$ cat src/rtl/mips_cache_pkg.sv
// Shared constants and state encoding for the instruction-cache refill path.
package mips_cache_pkg;
  localparam int BLOCK_WORDS = 4;
  localparam int BLOCK_BITS  = 32 * BLOCK_WORDS;
  localparam int OFFSET_BITS = 4;

  typedef enum logic [1:0] {
    IDLE  = 2'd0,
    FETCH = 2'd1,
    DONE  = 2'd2
  } state_t;
endpackage

$ cat src/rtl/instr_block_refill.sv
// Critical-word-first block refill: reads one cache block word by word from
// main memory, wrapping inside the block, and hands it to the cache in one pulse.
module instr_block_refill
  import mips_cache_pkg::*;
#(
  parameter int WORDS  = BLOCK_WORDS,
  parameter int ADDR_W = 32
) (
  input  logic                clk,
  input  logic                rst,
  input  logic                miss_req,
  input  logic [ADDR_W-1:0]   miss_addr,
  input  logic                flush,
  output logic                mem_rd,
  output logic [ADDR_W-1:0]   mem_addr,
  input  logic [31:0]         mem_data,
  input  logic                mem_ack,
  output logic [32*WORDS-1:0] block_out,
  output logic [ADDR_W-1:0]   block_addr,
  output logic                block_valid,
  output logic                busy
);
  localparam int IDX_W = (WORDS > 1) ? $clog2(WORDS) : 1;
  localparam logic [ADDR_W-1:0] OFF_MASK = ADDR_W'(4 * WORDS - 1);

  state_t             state_q, state_d;
  logic [ADDR_W-1:0]  base_q;
  logic [IDX_W-1:0]   idx_q, cnt_q, idx_nxt, miss_idx;
  logic [ADDR_W-1:0]  miss_base;
  logic               accept, take, last, abort;

  // Only the word-index bits vary; the base (tag + index) never carries.
  function automatic logic [ADDR_W-1:0] word_addr(input logic [ADDR_W-1:0] base,
                                                  input logic [IDX_W-1:0]  idx);
    return base | (ADDR_W'(idx) << 2);
  endfunction

  assign miss_base = miss_addr & ~OFF_MASK;
  assign miss_idx  = IDX_W'(miss_addr >> 2);
  assign idx_nxt   = (idx_q == IDX_W'(WORDS - 1)) ? '0 : idx_q + 1'b1;

  always_ff @(posedge clk or negedge rst) begin
    if (!rst) state_q <= IDLE;
    else      state_q <= state_d;
  end

  always_comb begin
    state_d = state_q;
    case (state_q)
      IDLE:    if (accept) state_d = FETCH;
      FETCH:   if (abort) state_d = IDLE;
               else if (last) state_d = DONE;
      DONE:    state_d = IDLE;
      default: state_d = IDLE;
    endcase
  end

  // Flush beats a same-cycle ack, so a flushed word never reaches a lane.
  always_comb begin
    accept = (state_q == IDLE) && miss_req && !flush;
    abort  = (state_q == FETCH) && flush;
    take   = (state_q == FETCH) && mem_ack && !flush;
    last   = take && (cnt_q == IDX_W'(WORDS - 1));
  end

  always_ff @(posedge clk or negedge rst) begin
    if (!rst) begin
      base_q      <= '0;
      idx_q       <= '0;
      cnt_q       <= '0;
      mem_rd      <= 1'b0;
      mem_addr    <= '0;
      block_addr  <= '0;
      block_valid <= 1'b0;
      busy        <= 1'b0;
    end else begin
      block_valid <= 1'b0;
      if (accept) begin
        base_q   <= miss_base;
        idx_q    <= miss_idx;
        cnt_q    <= '0;
        mem_rd   <= 1'b1;
        mem_addr <= word_addr(miss_base, miss_idx);
        busy     <= 1'b1;
      end else if (abort) begin
        mem_rd <= 1'b0;
        busy   <= 1'b0;
      end else if (take) begin
        idx_q    <= idx_nxt;
        cnt_q    <= cnt_q + 1'b1;
        mem_addr <= word_addr(base_q, idx_nxt);
        if (last) begin
          mem_rd      <= 1'b0;
          block_valid <= 1'b1;
          block_addr  <= base_q;
        end
      end else if (state_q == DONE) begin
        busy <= 1'b0;
      end
    end
  end

  for (genvar k = 0; k < WORDS; k++) begin : g_lane
    logic        lane_we;
    logic [31:0] lane_q;
    assign lane_we = take && (idx_q == IDX_W'(k));
    always_ff @(posedge clk or negedge rst) begin
      if (!rst)         lane_q <= '0;
      else if (lane_we) lane_q <= mem_data;
    end
    assign block_out[32*k +: 32] = lane_q;
  end
endmodule

$ cat config.mk
export PLATFORM = sky130hd
export DESIGN_NAME = instr_block_refill
export DESIGN_NICKNAME = d
export VERILOG_FILES = /design/src/rtl/mips_cache_pkg.sv /design/src/rtl/instr_block_refill.sv
export SDC_FILE = /design/constraint.sdc
export NUM_CORES = 1
export LEC_CHECK = 0
export BUFFER_PORTS_ARGS = -buffer_cell sky130_fd_sc_hd__buf_2
export CAP_MARGIN = 0
export CORE_MARGIN = 2
export CORE_UTILIZATION = 51
export CTS_CLUSTER_SIZE = 16
export DETAILED_ROUTE_END_ITERATION = 16
export GPL_ROUTABILITY_DRIVEN = 0
export MAX_ROUTING_LAYER = met4
export PLACE_DENSITY = 0.91
export SETUP_SLACK_MARGIN = 0.5
export SYNTH_ARGS = -nofsm -noshare
export SYNTH_HDL_FRONTEND = slang
export SYNTH_SLANG_ARGS = --single-unit
$ cat constraint.sdc
create_clock -name clk -period 2.35 [get_ports clk]
set_clock_uncertainty 0.15 [all_clocks]
set_input_delay 0.235 -clock clk [delete_from_list [all_inputs] [get_ports clk]]
set_output_delay 0.235 -clock clk [all_outputs]
set_load 0.02 [all_outputs]
# After elaboration in Yosys (flattened, before gate mapping)
# Index checks and enable logic that the tools add are counted.
# W data, S select, Z words.
[word_totals] ff_bits=225 mem_count=0 wordCells=77 mem_bits_ro=0 ram_bits=0 latch_bits=0 output_inout_bits=195
[op_classes] bitwise=4 magnitude_cmp=0 shift=0 n_reduce_logical=22 n_mul=0 div_mod_pow=0 addsub=2 eq_ne=10 mux=26
[op_table] operator="$mux W32" n=3
[op_table] operator="$or A32 B4 Y32" n=2
[op_table] operator="$mux W2" n=10
[op_table] operator="$mux W1" n=12
[op_table] operator="$logic_and A1 B1 Y1" n=10
[op_table] operator="$reduce_bool A3 Y1" n=3
[op_table] operator="$eq A2 B2 Y1 const B" n=4
[op_table] operator="$reduce_and A2 Y1" n=4
[op_table] operator="$add A2 B1 Y2 const B" n=2
[op_table] operator="$eq A2 B1 Y1 const B" n=2
[op_table] operator="$logic_not A2 Y1" n=2
[op_table] operator="$ne A2 B2 Y1 const B" n=2
[op_table] operator="$pmux W2 S2" n=1
[op_table] operator="$reduce_and A4 Y1" n=1
[op_table] operator="$ne A3 B2 Y1 const B" n=1
[op_table] operator="$ne A3 B3 Y1 const B" n=1
[op_table] operator="$not A1 Y1" n=2
[op_table] operator="$reduce_bool A2 Y1" n=1
[op_table] operator="$logic_not A1 Y1" n=1

# Longest topological paths before layout
# Gate-level depths: netlist (run 1).
[logic_depth] ltp_word=8 ltp_mapped=6

# Worst setup path after synthesis (run 1)
# No wires, ideal clock.
[synth_timing] path_type="register to register" start="register state_q[0]" end="register base_q[12]" stages_incl_launch_ff=6 t_required_ps=2075 path_slack_ps=557 setup_ps=125 period_less_slack_ps=1793 t_arrival_ps=1518 cell_sequence="dfrtp_1 buf_6 or4b_4 buf_6 buf_6 mux2_4"
[synth_via] elab_chain_cells=3
[synth_lines] item="start, declared" line="instr_block_refill.sv:26" text="state_t state_q, state_d;"
[synth_lines] item="start signal, assigned" line="instr_block_refill.sv:44" text="else state_q <= state_d;"
[synth_lines] item="$logic_not A2 Y1" line="instr_block_refill.sv:60" text="accept = (state_q == IDLE) && miss_req && !flush;"
[synth_lines] item="$logic_and A1 B1 Y1 (2 in series)" line="instr_block_refill.sv:60"
[synth_lines] item="end signal, assigned" line="instr_block_refill.sv:79" text="base_q <= miss_base;"
[synth_lines] item="end, declared" line="instr_block_refill.sv:27" text="logic [ADDR_W-1:0] base_q;"
# No other way between the ends.
# A chain may end at the register's enable or synchronous reset.

# Final worst setup path (run 1)
[layout_timing] start="input port flush" end="register base_q[15]"
[layout_via] elab_chain_cells=2
[layout_lines] item="start, declared" line="instr_block_refill.sv:13" text="input logic flush,"
[layout_lines] item="$logic_not A1 Y1" line="instr_block_refill.sv:60"
[layout_lines] item="$logic_and A1 B1 Y1" line="instr_block_refill.sv:60"
# No other way between the ends.

==> qor.yml, run 1 <==
synth:
  avgSynthCellArea_um2: 15.2
  synthCells: 570
  synth-seq-cells: 221
  yosys.cell_types.count: 27
  syn-cell-area_mm2: 0.00864
  yosys_warnings: 0
  ys_seq_area_share_pct: 64.0
timing:
  setup_viol: 0
  hold-worst-slack_ns: 0.149
  rsz0062_at_grt: "true"
  finalSetupTns_ns: 0
  period_needed_ns: 1.86
  clock.fmax_ghz: 0.538
  finalHoldViolCount: 0
  slew_viol_final: 0
  fin_ws_ns: 0.491
  relSlewSlack_pct: 63.9
  tightest_slew_ns: 0.542
  finalCritPeriodShare_pct: 79.1
die:
  dieArea_mm2: 0.0180
  initial_core_util_pct: 52.1
  die_x_um: 134
  rows: 47
  io_pins: 264
  die_h_um: 134
  coreArea_mm2: 0.0166
placement:
  dpl-instance-area_mm2: 0.0102
  hpwl_mm: 13.4
  portBuffers: 255
  post-place-ws_ns: 0.418
  placedCellCount: 1031
cts:
  htreeDepth: 1
  clock_latency_ns: 0.49
  path_clk_slew_ns: 0.06
  cts-root-buf: "clkbuf_16"
  cts_setup_buffers: 0
  cts_made_buffers: 22
  clock_path_buffers: 3
  clkSinkCount: 221
  cts_tree: "built"
global_routing:
  grt_antenna_before_repair: 0
  grt_overflow: 0
  grt_max_degree: 66
  grt_pass1_wl_mm: 35.9
  track_usage_pct: 26.1
  grt_pass1_vias: 6760
pwr:
  ir_drop_mv: 0.886
  powerDensity_mw_per_mm2: 1240
  leakagePower_nw: 6.14
  total_power_mw: 14.4
cells_and_area:
  final_core_util_pct: 70.2
  layout.cells.non_filler: 1134
  antenna_cells: 0
  nNetsFinal: 975
  finalInstanceArea_mm2: 0.0116
  syn_to_final_growth_pct: 34.7
  drive_gt1_share_pct: 54.3
setup_path:
  r2r_start: "state_q[1]"
  slowest_delay_ns: 0.58
  critPathKind: "in -> reg"
  end_kind: "flip-flop"
  arrival_ns: 2.08
  required_ns: 2.57
  setup.worst_path.start_class: "primary input"
  reg2reg_slack_ns: 0.50
  crit_slowest_cell: "or4b_4"
  crit_chain: "dlygate4sd3_1 -> buf_2 -> or4b_4 -> buf_12 -> mux2_4"
  crit_start: "flush"
  critPathMaxFanout: 38
drt:
  post_drt_wl_per_cell_um: 20.1
  ant_nets: 0
  routed_wl_mm: 22.8
  vias: 6048
  viasPerCell: 5.33
  drt_iter0_drc: 194
  drc: 0
  drt-pass1-iter-count: 4
job:
  maxCapViolCount: 0
hold_path:
  holdCritPathClass: "in -> async"
outcome:
  status: "complete, no violations"
-- per-layer routing --
layer | GRT usage, % | wire length [um]
met3 | 5.71 | 1670
met5 | - | 0
met1 | 30.6 | 8740
met2 | 45.4 | 11900
met4 | 7.95 | 516
-- state kept, by name (all words and copies together), names as in the netlist --
register / cells
block_valid: 1
idx_q: 1
cnt_q: 2
g_lane.lane_q: 128
busy: 1
base_q: 28
block_addr: 28
state_q: 2
mem_addr: 29
mem_rd: 1
-- synthesized netlist by cell type --
master / instances / share of area [%]
buf_4: 7 / 0.61
buf_6: 5 / 0.65
inv_1: 36 / 1.6
and2_1: 1 / 0.072
o311ai_0: 1 / 0.10
o21a_1: 1 / 0.087
mux2_2: 156 / 20
nand2_1: 7 / 0.30
dfrtp_1: 221 / 64
o21bai_1: 1 / 0.087
a22oi_1: 1 / 0.087
a21oi_1: 32 / 1.9
nand4_1: 1 / 0.072
conb_1: 1 / 0.043
ha_1: 5 / 0.72
or4bb_1: 1 / 0.13
nor2b_1: 1 / 0.072
mux2_4: 28 / 4.9
clkbuf_1: 6 / 0.26
o22ai_1: 30 / 2.2
and4bb_2: 1 / 0.14
nor4b_1: 1 / 0.10
o2bb2ai_1: 1 / 0.10
buf_2: 17 / 0.99
or4b_4: 1 / 0.16
o21ai_0: 5 / 0.29
nor2_1: 2 / 0.087
-- cell usage in the layout, fill, tap and decap left out --
cell,count
buf_2,254
dfrtp_1,219
mux2_2,156
dlygate4sd3_1,66
inv_1,36
a21oi_1,32
mux2_4,28
o22ai_1,28
clkbuf_16,23
buf_12,8
clkbuf_1,7
buf_4,7
conb_1,6
ha_1,5
clkbuf_8,5
nand2_2,4
o21ai_0,4
nand2_1,3
nor2_1,2
o22ai_2,2
bufinv_16,2
dfrtp_2,2
or4b_4,1
and4bb_2,1
nor2b_1,1
and2_1,1
o21ai_2,1
or4bb_1,1
nor4b_1,1
o2bb2ai_1,1
o311ai_1,1
o21bai_1,1
a22oi_1,1
o21a_1,1
nand4_1,1
clkinv_2,1
buf_6,1
-- path summary, 6_finish.rpt --
kind,cells after the start,endpoint
max reg2reg,3,base_q[15]
min,2,block_addr[10]
min reg2reg,1,g_lane[3].lane_q[12]
max in group asynchronous,3,g_lane[0].lane_q[11]
min in group clk,1,g_lane[3].lane_q[12]
max,5,base_q[15]
-- cells by family after synthesis --
family	after synthesis	share of synthesized area [%]
flip-flops	221	64.0
other	1	0.0434
buffers and inverters	71	4.07
AND/OR/NAND/NOR	16	1.14
multiplexers	184	25.2
adder cells (fa/ha/maj)	5	0.724
AO/OA/AOI/OAI	72	4.78
-- what timing repair did --
item | CTS | global route
resized for setup | 2 | 7
hold buffers | 66 | 0
endpoints found under the hold margin | 250 | 0
setup endpoints to repair | 38 | 102
-- critical path, delay by kind of cell --
| kind | cells | cell delay, ns |
|---|---|---|
| buf+inv | 3 | 0.91 |
| mux | 1 | 0.32 |
| simple gates | 1 | 0.58 |
-- layout make-up --
cell class | instances | area (um2)
flip-flops and latches | 221 | 5530
clock buffers | 34 | 657
repair buffers | 337 | 2170
inverters | 36 | 135
clock inverters | 3 | 65.1
well taps | 220 | 275
multi-input cells | 283 | 2800
fillers | 1024 | 4950
-- power breakdown --
group,switching [mW],leakage [nW],internal [mW]
registers,0.795,2.76,5.15
clock network,1.40,0.353,2.13
logic,2.91,3.03,2.03
total,5.10,6.14,9.31
Power figures use the tool's default switching activity.
==> run 2, diff against run 1 <==
Settings changed: ABC_AREA set to 1, CORE_UTILIZATION 51 to 46, PLACE_DENSITY 0.91 to 0.88.
Clock period 2.35 ns to 1.7 ns, I/O delays scaled along.
==> qor.yml, run 2 <==
synth:
  synth-seq-cells: 221
  post-synth-top-count-cell: "nand2_1"
  yosys.cell_types.count: 17
  ys_seq_area_share_pct: 64.0
  netlist.area_leader.share_pct: 64.0
  synth_area_leaders: "dfrtp_1 (64%), nand2_1 (26%), nand4_1 (2.2%), nand3_1 (2.0%), buf_2 (1.4%)"
  async_flop_share_pct: 100
  synth_edf_count: 0
  ys_top_cells_by_count: "nand2_1 (603), dfrtp_1 (221), nand3_1 (35)"
  avgSynthCellArea_um2: 8.83
  yosys_warnings: 0
  syn-cell-area_mm2: 0.00864
  yosys.area.top_type: "dfrtp_1"
  ys.flop_type: "dfrtp_1"
  synthCells: 979
timing:
  period_needed_ns: 1.90
  setup_viol: 13
  slew_viol_final: 0
  fin_ws_ns: -0.201
  finalHoldViolCount: 0
  hold-worst-slack_ns: 0.0224
  rsz0062_at_grt: "true"
  finalSetupTns_ns: -0.420
  clock.fmax_ghz: 0.526
  finalCritPeriodShare_pct: 112
cells_and_area:
  final_common_cell: "nand2_1"
  largest_reg_flops: 128
  syn_to_final_growth_pct: 54.4
  nNetsFinal: 1419
  reg.largest.list: "g_lane.lane_q (128), mem_addr (29)"
  drive_gt1_share_pct: 38.8
  regMostFlops: "g_lane.lane_q"
  antenna_cells: 0
  final_cell_mix: "nand2_1 (477), buf_2 (254), dfrtp_1 (217)"
  layout.cells.non_filler: 1596
  finalInstanceArea_mm2: 0.0133
pwr:
  pwr-share-comb_pct: 35.9
  internal_power_mw: 12.6
  total_power_mw: 21.1
  seqPwrFrac_pct: 39.2
  ir_drop_mv: 1.08
  leakagePower_nw: 7.60
  clkPwrFrac_pct: 25.0
  sw_frac_of_total_pct: 40.0
  powerDensity_mw_per_mm2: 1580
  p_sw_mw: 8.43
job:
  maxCapViolCount: 0
cts:
  cts-root-buf: "clkbuf_16"
  clkSinkCount: 221
  clock_latency_ns: 0.52
  cts_made_buffers: 23
  htreeDepth: 1
  clock_path_buffers: 3
  path_clk_slew_ns: 0.07
  cts_tree: "built"
die:
  coreArea_mm2: 0.0186
  die_x_um: 141
  dieArea_mm2: 0.0199
  initial_core_util_pct: 46.5
  io_pins: 264
  die_h_um: 141
  rows: 50
hold_path:
  holdCritPathClass: "in -> async"
setup_path:
  required_ns: 1.96
  critPathKind: "in -> reg"
  arrival_ns: 2.16
  critPathMaxFanout: 16
  setup.worst_path.start_class: "primary input"
  end_kind: "flip-flop"
outcome:
  violations: "negative setup slack"
  status: "finished, violations left"
placement:
  hpwl_mm: 15.8
  portBuffers: 255
  placedCellCount: 1447
  dpl-instance-area_mm2: 0.0104
drt:
  vias: 9205
  drc: 0
  drt_iter0_drc: 770
  drt-pass1-iter-count: 5
  routed_wl_mm: 36.1
  post_drt_wl_per_cell_um: 22.6
  ant_nets: 0
  viasPerCell: 5.77
global_routing:
  grt_antenna_before_repair: 0
  grt_overflow: 0
  grt_pass1_vias: 8574
  grt_pass1_wl_mm: 44.2
  grt_max_degree: 55
  track_usage_pct: 29.0
-- run 2: power by group through the flow --
stage	registers [mW]	clock network (mW)	logic, mW
after global routing	8.37	5.48	8.01
after detailed placement	8.01	0	6.24
final	8.25	5.26	7.55
after global placement	7.94	0	6.05
after CTS	7.95	5.20	6.49
after floorplan	9.95	0	1.70
-- run 2: timing repair --
action / 4_1_cts / 5_1_grt
endpoints found under the setup margin: 410 / 410
gates cloned: 5 / 22
endpoints found under the hold margin: 411 / 0
setup buffers: 11 / 5
gates resized for setup: 37 / 196
hold buffers: 64 / 0
pin swaps: 7 / 63
-- run 2: path summary, 6_finish.rpt --
path                                      from                   end  slack, ns  cells after the start
setup / recovery                         flush  g_lane[0].lane_q[23]      -0.20                      9
hold / removal                             rst         block_addr[6]       0.02                      2
setup reg to reg                    state_q[0]  g_lane[0].lane_q[23]      -0.18                      8
hold reg to reg            g_lane[1].lane_q[7]   g_lane[1].lane_q[7]       0.31                      2
max in group asynchronous                  rst           block_valid       0.72                      3
min in group clk                       mem_ack              cnt_q[1]       0.09                      6
-- run 2: final cells by class --
type	count	area, um2
sequential	221	5540
fill	1140	5240
multi-input combinational	692	3490
timing repair buffer	395	3210
clock buffer	34	657
tap	234	293
clock inverter	8	119
inverter	12	45.0
-- run 2: routing by layer --
layer	GRT usage, %	up-vias	share of wire [%]
met2	48.4	832	48
met1	33.1	4336	32
met4	14.7	0	7.6
li1	-	3774	-
met3	6.25	263	12
met5	-	-	0
-- run 2: cell families after synthesis --
group / Yosys count / share of synthesized area [%]
and+or+nand+nor: 679 / 31.1
DFF: 221 / 64.0
buffers and inverters: 71 / 4.01
adders and majority gates: 5 / 0.724
AOI/OAI and AO/OA: 2 / 0.145
other: 1 / 0.0434
-- run 2: worst max-delay path: stages --
cell	delay (ns)
buf_2	0.11
dlygate4sd3_1	0.65
inv_2	0.21
nand3_4	0.13
buf_12	0.16
nor2_4	0.19
clkbuf_16	0.24
nand2_1	0.07
nand2_1	0.23
-- run 2: through the flow --
| stage | util [%] | setup WS, ns |
|---|---|---|
| 2_1_floorplan | - | 0.294 |
| 3_3_place_gp | 55.9 | 0.0229 |
| 3_5_place_dp | 55.9 | -0.0449 |
| 4_1_cts | 65.4 | 0.0692 |
| 5_1_grt | 71.8 | -0.263 |
| 6_report | 71.8 | -0.201 |
==> run 3, diff against run 2 <==
Settings changed: CORE_UTILIZATION 46 to 48, CTS_BUF_LIST set to sky130_fd_sc_hd__clkbuf_4 sky130_fd_sc_hd__clkbuf_8, PLACE_DENSITY 0.88 to 0.78.
==> qor.yml, run 3 (same netlist as run 2, synthesis figures left out) <==
drt:
  vias: 8141
  drt-pass1-iter-count: 5
  drc: 0
  routed_wl_mm: 27.7
  viasPerCell: 5.16
  drt_iter0_drc: 576
  ant_nets: 0
  post_drt_wl_per_cell_um: 17.5
die:
  rows: 49
  die_x_um: 138
  die_h_um: 138
  coreArea_mm2: 0.0178
  initial_core_util_pct: 48.5
  io_pins: 264
  dieArea_mm2: 0.0191
cts:
  clock_path_buffers: 3
  cts_tree: "built"
  cts-root-buf: "clkbuf_8"
  path_clk_slew_ns: 0.07
  cts_made_buffers: 36
  htreeDepth: 2
  ctsHoldBuffers: 64
  clock_latency_ns: 0.53
  clkSinkCount: 221
pwr:
  clkPwrFrac_pct: 24.9
  seqPwrFrac_pct: 40.8
  ir_drop_mv: 1.37
  sw_frac_of_total_pct: 38.8
  p_sw_mw: 7.63
  leakagePower_nw: 7.17
  powerDensity_mw_per_mm2: 1590
  internal_power_mw: 12.0
  pwr-share-comb_pct: 34.2
  total_power_mw: 19.7
timing:
  setup_viol: 0
  hold-worst-slack_ns: -0.0656
  finalSetupTns_ns: 0
  clock.fmax_ghz: 0.590
  finalHoldViolCount: 4
  slew_viol_final: 0
  finalCritPeriodShare_pct: 99.6
  period_needed_ns: 1.69
  rsz0062_at_grt: "true"
cells_and_area:
  nNetsFinal: 1399
  finalInstanceArea_mm2: 0.0124
  regMostFlops: "g_lane.lane_q"
  drive_gt1_share_pct: 32.9
  syn_to_final_growth_pct: 43.4
  layout.cells.non_filler: 1579
  largest_reg_flops: 128
  reg.largest.list: "g_lane.lane_q (128), mem_addr (29)"
  final_common_cell: "nand2_1"
  final_cell_mix: "nand2_1 (536), buf_2 (254), dfrtp_1 (218)"
setup_path:
  end_kind: "flip-flop"
  arrival_ns: 2.00
  required_ns: 2.00
  critPathMaxFanout: 16
  reg2reg_slack_ns: 0.006
  critPathKind: "reg -> reg"
  setup.worst_path.start_class: "flip-flop"
placement:
  hpwl_mm: 15.5
  portBuffers: 255
  dpl-instance-area_mm2: 0.0104
  placedCellCount: 1441
outcome:
  violations: "negative hold slack"
  status: "finished, violations left"
global_routing:
  grt_pass1_wl_mm: 41.1
  grt_max_degree: 52
  grt_pass1_vias: 8010
  grt_overflow: 0
  grt_antenna_before_repair: 1
  track_usage_pct: 27.4
job:
  maxCapViolCount: 0
hold_path:
  holdCritPathClass: "in -> reg"
-- run 3: layer usage --
| metal | share of wire [%] | global-route usage (%) |
|---|---|---|
| met3 | 8.3 | 7.10 |
| met4 | 3.1 | 10.4 |
| met2 | 50 | 44.3 |
| met1 | 39 | 33.3 |
| met5 | 0 | - |
-- run 3: worst paths after layout --
check / from / to / cells past startpoint
setup / recovery: state_q[1] / g_lane[0].lane_q[21] / 7
hold / removal: mem_ack / state_q[1] / 4
setup reg to reg: state_q[1] / g_lane[0].lane_q[21] / 7
hold reg to reg: block_addr[23] / block_addr[23] / 2
max in group asynchronous: rst / block_addr[4] / 3
min in group asynchronous: rst / g_lane[3].lane_q[10] / 2
-- run 3: timing repair --
| action | in CTS | in global routing |
|---|---|---|
| endpoints found under the hold margin | 413 | 2 |
| setup buffers | 2 | 1 |
| endpoints found under the setup margin | 409 | 410 |
| cloned | 0 | 8 |
| pin swaps | 1 | 14 |
| gates resized for setup | 24 | 85 |
-- run 3: final cells by class --
| class | count | area (um2) |
|---|---|---|
| sequential | 221 | 5530 |
| fill | 1260 | 5450 |
| multi-input combinational | 692 | 3080 |
| timing repair buffer | 362 | 2670 |
| clock buffer | 60 | 757 |
| tap | 229 | 287 |
| inverter | 12 | 45.0 |
| clock inverter | 2 | 15.0 |
| antenna | 1 | 2.50 |
-- run 3: critical path, cell delays in order (launching register included) --
cell and delay (ns):
dfrtp_1 0.44, nor2_2 0.19, nand3_2 0.13, buf_12 0.17
nor2_4 0.16, clkbuf_16 0.24, nand2_1 0.06, nand2_1 0.07
-- run 3: stage by stage --
stage          utilization (%)  worst slack [ns]
2_1_floorplan                -             0.294
3_3_place_gp              58.3             0.137
3_5_place_dp              58.3            0.0900
4_1_cts                   66.9             0.116
5_1_grt                   69.5           -0.0691
6_report                  69.5           0.00634
-- run 3: power by group through the flow --
stage / logic (mW) / registers [mW] / clock network, mW
after floorplan: 1.70 / 9.95 / 0
after global placement: 6.12 / 7.92 / 0
after detailed placement: 6.27 / 7.96 / 0
after CTS: 6.45 / 7.90 / 4.94
after global routing: 7.25 / 8.20 / 5.22
final: 6.73 / 8.03 / 4.91
